**src/rtl/lsu_ctrl.sv**
```systemverilog
// Load/store unit between execute and the data-memory port: effective address,
// lane steering with byte enables, load extension, and a timed request/grant/response handshake.
module lsu_ctrl #(
  parameter int ADDR_W        = 32,
  parameter int TIMEOUT       = 15,
  parameter int TRAP_MISALIGN = 1
) (
  input  logic              i_clk,
  input  logic              i_rstn,
  input  logic              i_valid,
  output logic              o_ready,
  input  logic [2:0]        i_op,
  input  logic [ADDR_W-1:0] i_base,
  input  logic [ADDR_W-1:0] i_offset,
  input  logic [31:0]       i_wdata,
  output logic              o_done,
  output logic [31:0]       o_wb_data,
  output logic              o_wb_en,
  output logic              o_misalign,
  output logic              o_timeout,
  output logic              o_mem_req,
  output logic              o_mem_we,
  output logic [ADDR_W-1:0] o_mem_addr,
  output logic [3:0]        o_mem_be,
  output logic [31:0]       o_mem_wdata,
  input  logic              i_mem_gnt,
  input  logic              i_mem_rvalid,
  input  logic [31:0]       i_mem_rdata
);

  localparam int CNT_W = $clog2(TIMEOUT + 1);
  localparam logic [CNT_W-1:0] TO_LIMIT = CNT_W'(TIMEOUT);

  typedef enum logic [1:0] {IDLE, REQ, RESP, DONE} state_e;

  state_e            state_q, state_d;
  logic [CNT_W-1:0]  cnt_q, cnt_d, cntInc;
  logic [2:0]        op_q, op_d;
  logic [1:0]        lane_q, lane_d;
  logic [ADDR_W-1:0] addr_q, addr_d;
  logic [3:0]        be_q, be_d;
  logic [31:0]       wdata_q, wdata_d;
  logic [31:0]       wbData_q, wbData_d;
  logic              wbEn_q, wbEn_d;
  logic              misalign_q, misalign_d;
  logic              timeout_q, timeout_d;

  logic [ADDR_W-1:0] ea;
  logic              isHalf, isWord, misal, isStoreQ;
  logic [1:0]        reqLane;
  logic [3:0]        reqBe;
  logic [31:0]       reqWdata, loadVal;
  logic [7:0]        rByte;
  logic [15:0]       rHalf;

  assign ea       = i_base + i_offset;
  assign cntInc   = cnt_q + CNT_W'(1);
  assign isStoreQ = op_q[2] && (op_q[1:0] != 2'b00);

  // Request decode; the lane is pulled to natural alignment so the non-trapping build just proceeds.
  always_comb begin
    isHalf = 1'b0;
    isWord = 1'b0;
    case (i_op)
      3'd2, 3'd3, 3'd6: isHalf = 1'b1;
      3'd4, 3'd5:       isWord = 1'b1;
      default:          ;
    endcase
    misal    = (isHalf && ea[0]) || (isWord && (ea[1:0] != 2'b00));
    reqLane  = isWord ? 2'b00 : (isHalf ? {ea[1], 1'b0} : ea[1:0]);
    reqBe    = isWord ? 4'b1111 : (isHalf ? (4'b0011 << reqLane) : (4'b0001 << reqLane));
    reqWdata = isWord ? i_wdata : (isHalf ? {2{i_wdata[15:0]}} : {4{i_wdata[7:0]}});
  end

  always_comb begin
    rByte = i_mem_rdata[7:0];
    case (lane_q)
      2'd1:    rByte = i_mem_rdata[15:8];
      2'd2:    rByte = i_mem_rdata[23:16];
      2'd3:    rByte = i_mem_rdata[31:24];
      default: ;
    endcase
    rHalf = lane_q[1] ? i_mem_rdata[31:16] : i_mem_rdata[15:0];
    case (op_q)
      3'd0:    loadVal = {{24{rByte[7]}}, rByte};
      3'd1:    loadVal = {24'h0, rByte};
      3'd2:    loadVal = {{16{rHalf[15]}}, rHalf};
      3'd3:    loadVal = {16'h0, rHalf};
      default: loadVal = i_mem_rdata;
    endcase
  end

  always_comb begin
    state_d    = state_q;
    cnt_d      = cnt_q;
    op_d       = op_q;
    lane_d     = lane_q;
    addr_d     = addr_q;
    be_d       = be_q;
    wdata_d    = wdata_q;
    wbData_d   = wbData_q;
    wbEn_d     = wbEn_q;
    misalign_d = misalign_q;
    timeout_d  = timeout_q;
    unique case (state_q)
      IDLE: begin
        if (i_valid) begin
          op_d       = i_op;
          lane_d     = reqLane;
          addr_d     = {ea[ADDR_W-1:2], 2'b00};
          be_d       = reqBe;
          wdata_d    = reqWdata;
          cnt_d      = '0;
          wbData_d   = '0;
          wbEn_d     = 1'b0;
          misalign_d = 1'b0;
          timeout_d  = 1'b0;
          if (misal && (TRAP_MISALIGN != 0)) begin
            misalign_d = 1'b1;
            state_d    = DONE;
          end else begin
            state_d = REQ;
          end
        end
      end
      // The timeout wins over a grant or response arriving in the same cycle.
      REQ: begin
        cnt_d = cntInc;
        if (cntInc == TO_LIMIT) begin
          timeout_d = 1'b1;
          state_d   = DONE;
        end else if (i_mem_gnt) begin
          state_d = isStoreQ ? DONE : RESP;
        end
      end
      RESP: begin
        cnt_d = cntInc;
        if (cntInc == TO_LIMIT) begin
          timeout_d = 1'b1;
          state_d   = DONE;
        end else if (i_mem_rvalid) begin
          wbData_d = loadVal;
          wbEn_d   = 1'b1;
          state_d  = DONE;
        end
      end
      DONE: state_d = IDLE;
      default: state_d = IDLE;
    endcase
  end

  always_ff @(posedge i_clk or negedge i_rstn) begin
    if (!i_rstn) begin
      state_q    <= IDLE;
      cnt_q      <= '0;
      op_q       <= 3'd0;
      lane_q     <= 2'd0;
      addr_q     <= '0;
      be_q       <= 4'd0;
      wdata_q    <= 32'd0;
      wbData_q   <= 32'd0;
      wbEn_q     <= 1'b0;
      misalign_q <= 1'b0;
      timeout_q  <= 1'b0;
    end else begin
      state_q    <= state_d;
      cnt_q      <= cnt_d;
      op_q       <= op_d;
      lane_q     <= lane_d;
      addr_q     <= addr_d;
      be_q       <= be_d;
      wdata_q    <= wdata_d;
      wbData_q   <= wbData_d;
      wbEn_q     <= wbEn_d;
      misalign_q <= misalign_d;
      timeout_q  <= timeout_d;
    end
  end

  assign o_ready     = (state_q == IDLE);
  assign o_done      = (state_q == DONE);
  assign o_mem_req   = (state_q == REQ);
  assign o_mem_we    = isStoreQ;
  assign o_mem_addr  = addr_q;
  assign o_mem_be    = be_q;
  assign o_mem_wdata = wdata_q;
  assign o_wb_data   = wbData_q;
  assign o_wb_en     = o_done && wbEn_q;
  assign o_misalign  = o_done && misalign_q;
  assign o_timeout   = o_done && timeout_q;

endmodule
```
**config.mk**
```make
export PLATFORM = sky130hd
export DESIGN_NAME = lsu_ctrl
export DESIGN_NICKNAME = d
export VERILOG_FILES = /design/src/rtl/lsu_ctrl.sv
export SDC_FILE = /design/constraint.sdc
export NUM_CORES = 1
export LEC_CHECK = 0
export ABC_CLOCK_PERIOD_IN_PS = 1900
export CAP_MARGIN = 10
export CORE_MARGIN = 2
export CORE_UTILIZATION = 42
export CTS_CLUSTER_DIAMETER = 100
export CTS_CLUSTER_SIZE = 40
export DETAILED_ROUTE_END_ITERATION = 10
export GPL_ROUTABILITY_DRIVEN = 0
export GPL_TIMING_DRIVEN = 0
export MAX_ROUTING_LAYER = met4
export PLACE_DENSITY_LB_ADDON = 0.15
export REMOVE_ABC_BUFFERS = 1
export SLEW_MARGIN = 20
export SYNTH_ARGS = -nofsm -noshare
export SYNTH_HDL_FRONTEND = slang
export SYNTH_SLANG_ARGS = --single-unit
```
**constraint.sdc**
```tcl
create_clock -name i_clk -period 1.9 [get_ports i_clk]
set_input_delay 0.19 -clock i_clk [delete_from_list [all_inputs] [get_ports i_clk]]
set_output_delay 0.19 -clock i_clk [all_outputs]
set_load 0.005 [all_outputs]
```
# Word level (Yosys, flattened, before mapping)

Cells that the tools add are included.

Word-level logic and storage cells: 89
Register bits: 112
Bits of input ports: 136
Output and inout bits: 107

Eq/ne operators: 21
Multiplexer cells: 32
$add $sub $neg: 2
Reduce and logical (&&, ||, !) cells: 21
Shifts and indexed selects: 2

Operator list:

| kind                                                 | count |
|---|---|
| 2-to-1 mux 32 bit                                    | 5 |
| one-hot mux 32 bit (4 select lines)                  | 1 |
| one-hot mux 32 bit (2 select lines)                  | 1 |
| adder 32 bit                                         | 1 |
| one-hot mux 8 bit (3 select lines)                   | 1 |
| 2-to-1 mux 16 bit                                    | 1 |
| 2-to-1 mux 2 bit                                     | 7 |
| equality test 3 x 2 -> 1 bit (second input constant) | 4 |
| 2-to-1 mux 4 bit                                     | 3 |
| equality test 3 bit (second input constant)          | 3 |
| 2-to-1 mux 1 bit                                     | 9 |
| equality test 2 bit (second input constant)          | 4 |
| one-hot mux 2 bit (4 select lines)                   | 1 |
| one-hot mux 4 bit (2 select lines)                   | 1 |
| nonzero test 2 bit                                   | 4 |
| logical AND 1 bit                                    | 6 |
| inequality test 2 bit (second input constant)        | 3 |
| AND reduction 3 bit                                  | 2 |
| adder 4 x 1 -> 4 bit (second input constant)         | 1 |
| equality test 2 x 1 -> 1 bit (second input constant) | 2 |
| equality test 4 bit (second input constant)          | 1 |
| one-hot mux 1 bit (2 select lines)                   | 2 |
| AND reduction 2 bit                                  | 2 |
| AND reduction 4 bit                                  | 1 |
| 11 further kinds                                     | 12 |

# Logic depth before layout (Yosys ltp)

Depth after elaboration: 8
Gate-level depth with buffers: 10
Gate-level depth less buffers: 10

# Least setup slack after synthesis

No wires, ideal clock.

Kind: input-to-reg
From: input port i_base[11]
To: register addr_q[28], in the netlist o_mem_addr[28]
Required time: 1775 ps
Arrival time: 1977 ps
Buffers on the path: 0
Path slack: -202 ps
Setup time: 125 ps
Stages on the path: 8
Cell sequence: ha_1 -> a21o_1 -> a21o_1 -> a21oi_1 -> nor3b_1 -> a21oi_1 -> o21bai_1 -> mux2_2

Longest elaborated chain between the ends: 1

RTL lines:

| item                 | RTL line | RTL |
|---|---|---|
| start, declared      | 13       | `input logic [ADDR_W-1:0] i_base,` |
| adder 32 bit         | 56       | `assign ea = i_base + i_offset;` |
| end signal, assigned | 170      | `addr_q <= addr_d;` |
| end, declared        | 40       | `logic [ADDR_W-1:0] addr_q, addr_d;` |

Every way passes these cells.
A chain may end at the register's enable or synchronous reset.

# Final worst setup path

From: input port i_offset[11]
To: register addr_q[28], in the netlist o_mem_addr[28]

Longest elaborated chain between the ends: 1

RTL lines:

| item            | RTL line | RTL |
|---|---|---|
| start, declared | 14       | `input logic [ADDR_W-1:0] i_offset,` |
| adder 32 bit    | 56       |  |

Every way passes these cells.

==> impl_metrics.csv <==
group,metric,value,unit
worst_setup_path,startpoint,"i_offset[11]",
clocking,clk-insertion-delay-late,350,ps
layout,nets,1273,
layout,drive_above_1_share,21.4,%
flow_run,drv_cap,0,
power_and_ir_drop,leakage,5.00,nW
sta,max_clock_freq,0.513,GHz
logic_synthesis,synth.distinct_cells,58,
power_and_ir_drop,clkPwrFrac,13.9,%
logic_synthesis,yosysMostFrequentCell,"nand2_1",
logic_synthesis,yosysSeqAreaShare,40.5,%
clocking,cts_buffers,9,
placed_design,port_buffers,240,
worst_setup_path,critPathKind,"in2reg",
detailed_routing,routedWlPerCell,18.9,um
worst_setup_path,r2r_setup_slack,-20,ps
sta,period_share,103,%
logic_synthesis,synth_seq_cells,112,
clocking,clkSinkCount,112,
layout,design_area,11300,um2
clocking,cts.clk_slew.worst_paths,80,ps
grt,grt_use_met2,44.2,%
grt,grt_overflow_total,0,
floorplanning,die-area,17500,um2
grt,grt_pass1_vias,7058,
sta,whs,268,ps
grt,grt_usage,26.9,%
detailed_routing,vias,7386,
placed_design,postPlaceCellArea,9520,um2
sta,skew,8.84,ps
floorplanning,start_util,43.2,%
power_and_ir_drop,switchingPower,0.00510,W
worst_setup_path,endpoint_kind,"flop",
grt,use_met1,34.3,%
worst_setup_path,rr_worst_depth,9,
detailed_routing,vias_per_cell,5.60,
power_and_ir_drop,p_sw_share,37.9,%
clocking,cts-root-to-sink-buffers,2,
floorplanning,io_pins,243,
logic_synthesis,avgSynthCellArea,8.42,um2
status,status,"complete, but fails checks",
logic_synthesis,yosysTopAreaCellShare,40.5,%
floorplanning,core_area,16000,um2
logic_synthesis,synth_ff_type,"dfrtp_1",
clocking,cts_tree,"built",
sta,setup_violations,6,
logic_synthesis,synth_area_leader_cell,"dfrtp_1",
layout,fillCellCount,1227,
grt,grt_start_max_net_pins,64,
sta,tightest_slew,644,ps
placed_design,dp_slack,-1110,ps
grt,busiest_layer,"met2",
sta,rsz0062_at_grt,"yes",
floorplanning,dieWidth,132,um
floorplanning,die_y,132,um
worst_setup_path,arrival,2200,ps
logic_synthesis,synthCells,821,
layout,area_delta_synth_final,63.9,%
detailed_routing,drc_errors,0,
worst_setup_path,crit_end,"o_mem_addr[28]$_DFFE_PN0P_",
detailed_routing,dr.pass1.iters,5,
sta,max_slew_margin,57.0,%
layout,diodes,0,
logic_synthesis,async_reset_ff_share,100,%
logic_synthesis,synthTopCellsByCount,"nand2_1, dfrtp_1, o21ai_0",
logic_synthesis,netlist_area,6910,um2
grt,grt_util_met3,3.23,%
sta,post-route-min-period,1950,ps
power_and_ir_drop,powerDensity,1190,nW/um2
detailed_routing,final_antenna_net_count,0,
status,violations,"negative setup slack",
sta,fin_ws,-50.6,ps
sta,hold_violations,0,
worst_setup_path,crit_required,2140,ps
sta,slew_viol_final,0,
worst_setup_path,cp-start-kind,"input pin",
worst_setup_path,cp_max_fo,6,
logic_synthesis,synthTopCellsByArea,"dfrtp_1, nand2_1, o21ai_0, ha_1, a21oi_1",
placed_design,hpwl,15600,um
power_and_ir_drop,p_seq_share,30.4,%
clocking,h-tree-depth,3,
power_and_ir_drop,power_frac_comb,55.7,%
worst_hold_path,min_path_type,"in2reg",
detailed_routing,wirelength,24900,um
worst_setup_path,r2r_end,"o_wb_data[21]$_DFFE_PN0P_",
power_and_ir_drop,p_int,0.00837,W
grt,grt_pass1_wl,37000,um
logic_synthesis,synth_edf_count,0,
logic_synthesis,synth_warnings,0,
detailed_routing,drt-initial-drc-count,563,
sta,tns,-124,ps
grt,antenna_found_initial,0,
floorplanning,rows,46,
power_and_ir_drop,power,0.0135,W
clocking,root_buffer,"clkbuf_16",
worst_setup_path,timing.rr.start,"cnt_q[1]$_DFFE_PN0P_",
power_and_ir_drop,ir_worst_vdd,626,uV
[through the flow]
| step | util [%] | instances |
|---|---|---|
| final | 70.8 | 1319 |
| after global routing | 70.8 | 1319 |
| after CTS | 66.6 | 1289 |
| after detailed placement | 59.5 | 1235 |
| after global placement | 58.6 | 1230 |
| after floorplan | - | 774 |
[final cells by class]
class / count / area, um2 / share of cell area [%]
Multi-Input combinational cell: 641 / 4750 / 41.9
Clock buffer: 11 / 253 / 2.23
Sequential cell: 112 / 2810 / 24.8
Timing Repair Buffer: 313 / 3140 / 27.7
Tap cell: 216 / 270 / 2.38
Inverter: 22 / 82.6 / 0.729
Clock inverter: 4 / 30.0 / 0.265
[how the worst min path moves through the flow]
stage | end | cells past startpoint | from | slack (ps)
floorplan | cnt_q[0]$_DFFE_PN0P_ | 0 | i_rstn | -110
global placement | o_mem_be[2]$_DFFE_PN0P_ | 2 | o_mem_be[2]$_DFFE_PN0P_ | 450
detailed placement | o_wb_data[27]$_DFFE_PN0P_ | 1 | i_rstn | 230
CTS | lane_q[0]$_DFFE_PN0P_ | 4 | i_base[0] | 260
global route | lane_q[0]$_DFFE_PN0P_ | 4 | i_offset[0] | 300
finish | lane_q[0]$_DFFE_PN0P_ | 4 | i_offset[0] | 270
[power by group through the flow]
stage | clock, W | combinational, W | sequential, W
5_1_grt | 0.00201 | 0.00810 | 0.00423
6_report | 0.00188 | 0.00750 | 0.00410
4_1_cts | 0.00191 | 0.00695 | 0.00406
2_1_floorplan | 0 | 0.00268 | 0.00414
3_5_place_dp | 0 | 0.00605 | 0.00417
3_3_place_gp | 0 | 0.00575 | 0.00415
[placed cells by master (no fill, tap or decap), types with 8 or more instances in the layout]
master           Yosys  final
nand3_1             10      9
a21oi_1             64     42
o22ai_1             10     10
clkdlybuf4s50_1      0    185
a21o_1              16     16
buf_4                2     57
o21ai_2              1     10
o21ai_1              3     11
dlymetal6s2s_1       0     28
inv_1               21     15
a221oi_1            10      8
a21oi_2              0     13
o21ai_0             94     75
buf_6                2     11
clkbuf_16            0     10
nand2b_1            25     22
a31oi_1             14     12
xor2_1              10     10
and3_1              19     16
nand2_1            162    150
a21oi_4              1     10
dfrtp_1            112    109
nor2_1              32     26
xnor2_1             10      9
ha_4                 0     29
a22o_1              18     18
nor3_1              14     12
dlygate4sd2_1        0     12
nand2_2              0      9
[metal layers]
metal  share of wire, %  vias to the layer above
met4                2.8                        0
met1                 42                     3534
met3                5.8                       59
met5                  0                        -
li1                   -                     3469
met2                 49                      324
[state kept, by name (all words and copies together) (netlist names)]
name	flops
misalign_q	1
o_mem_wdata	32
o_mem_addr	30
o_wb_data	32
wbEn_q	1
lane_q	2
state_q	2
cnt_q	4
op_q	3
o_mem_be	4
timeout_q	1
[worst max-delay path, cell delays in order]
cell and delay, ps:
dlygate4sd2_1 260, ha_4 270, a21o_1 200, a21o_1 200
a21oi_2 170, nor3b_4 280, a21oi_2 110, o21bai_1 160
mux2_2 350
[repair_timing]
action / 4_1_cts / 5_1_grt
setup endpoints to repair: 87 / 58
hold endpoints to repair: 62 / 0
pin swaps: 35 / 57
resized for setup: 149 / 142
setup buffers: 37 / 31
cloned: 2 / 2
hold buffers: 1 / 0
[cell families after synthesis]
logic type / Yosys count / synth area share, %
other: 1 / 0.0542
buffers and inverters: 70 / 4.36
adder cells (fa/ha/maj): 38 / 6.99
flip-flops: 112 / 40.5
multiplexers: 6 / 1.07
AO/OA/AOI/OAI: 277 / 24.8
AND/OR/NAND/NOR: 297 / 19.7
XOR/XNOR: 20 / 2.53
(Power assumes the default switching activity.)
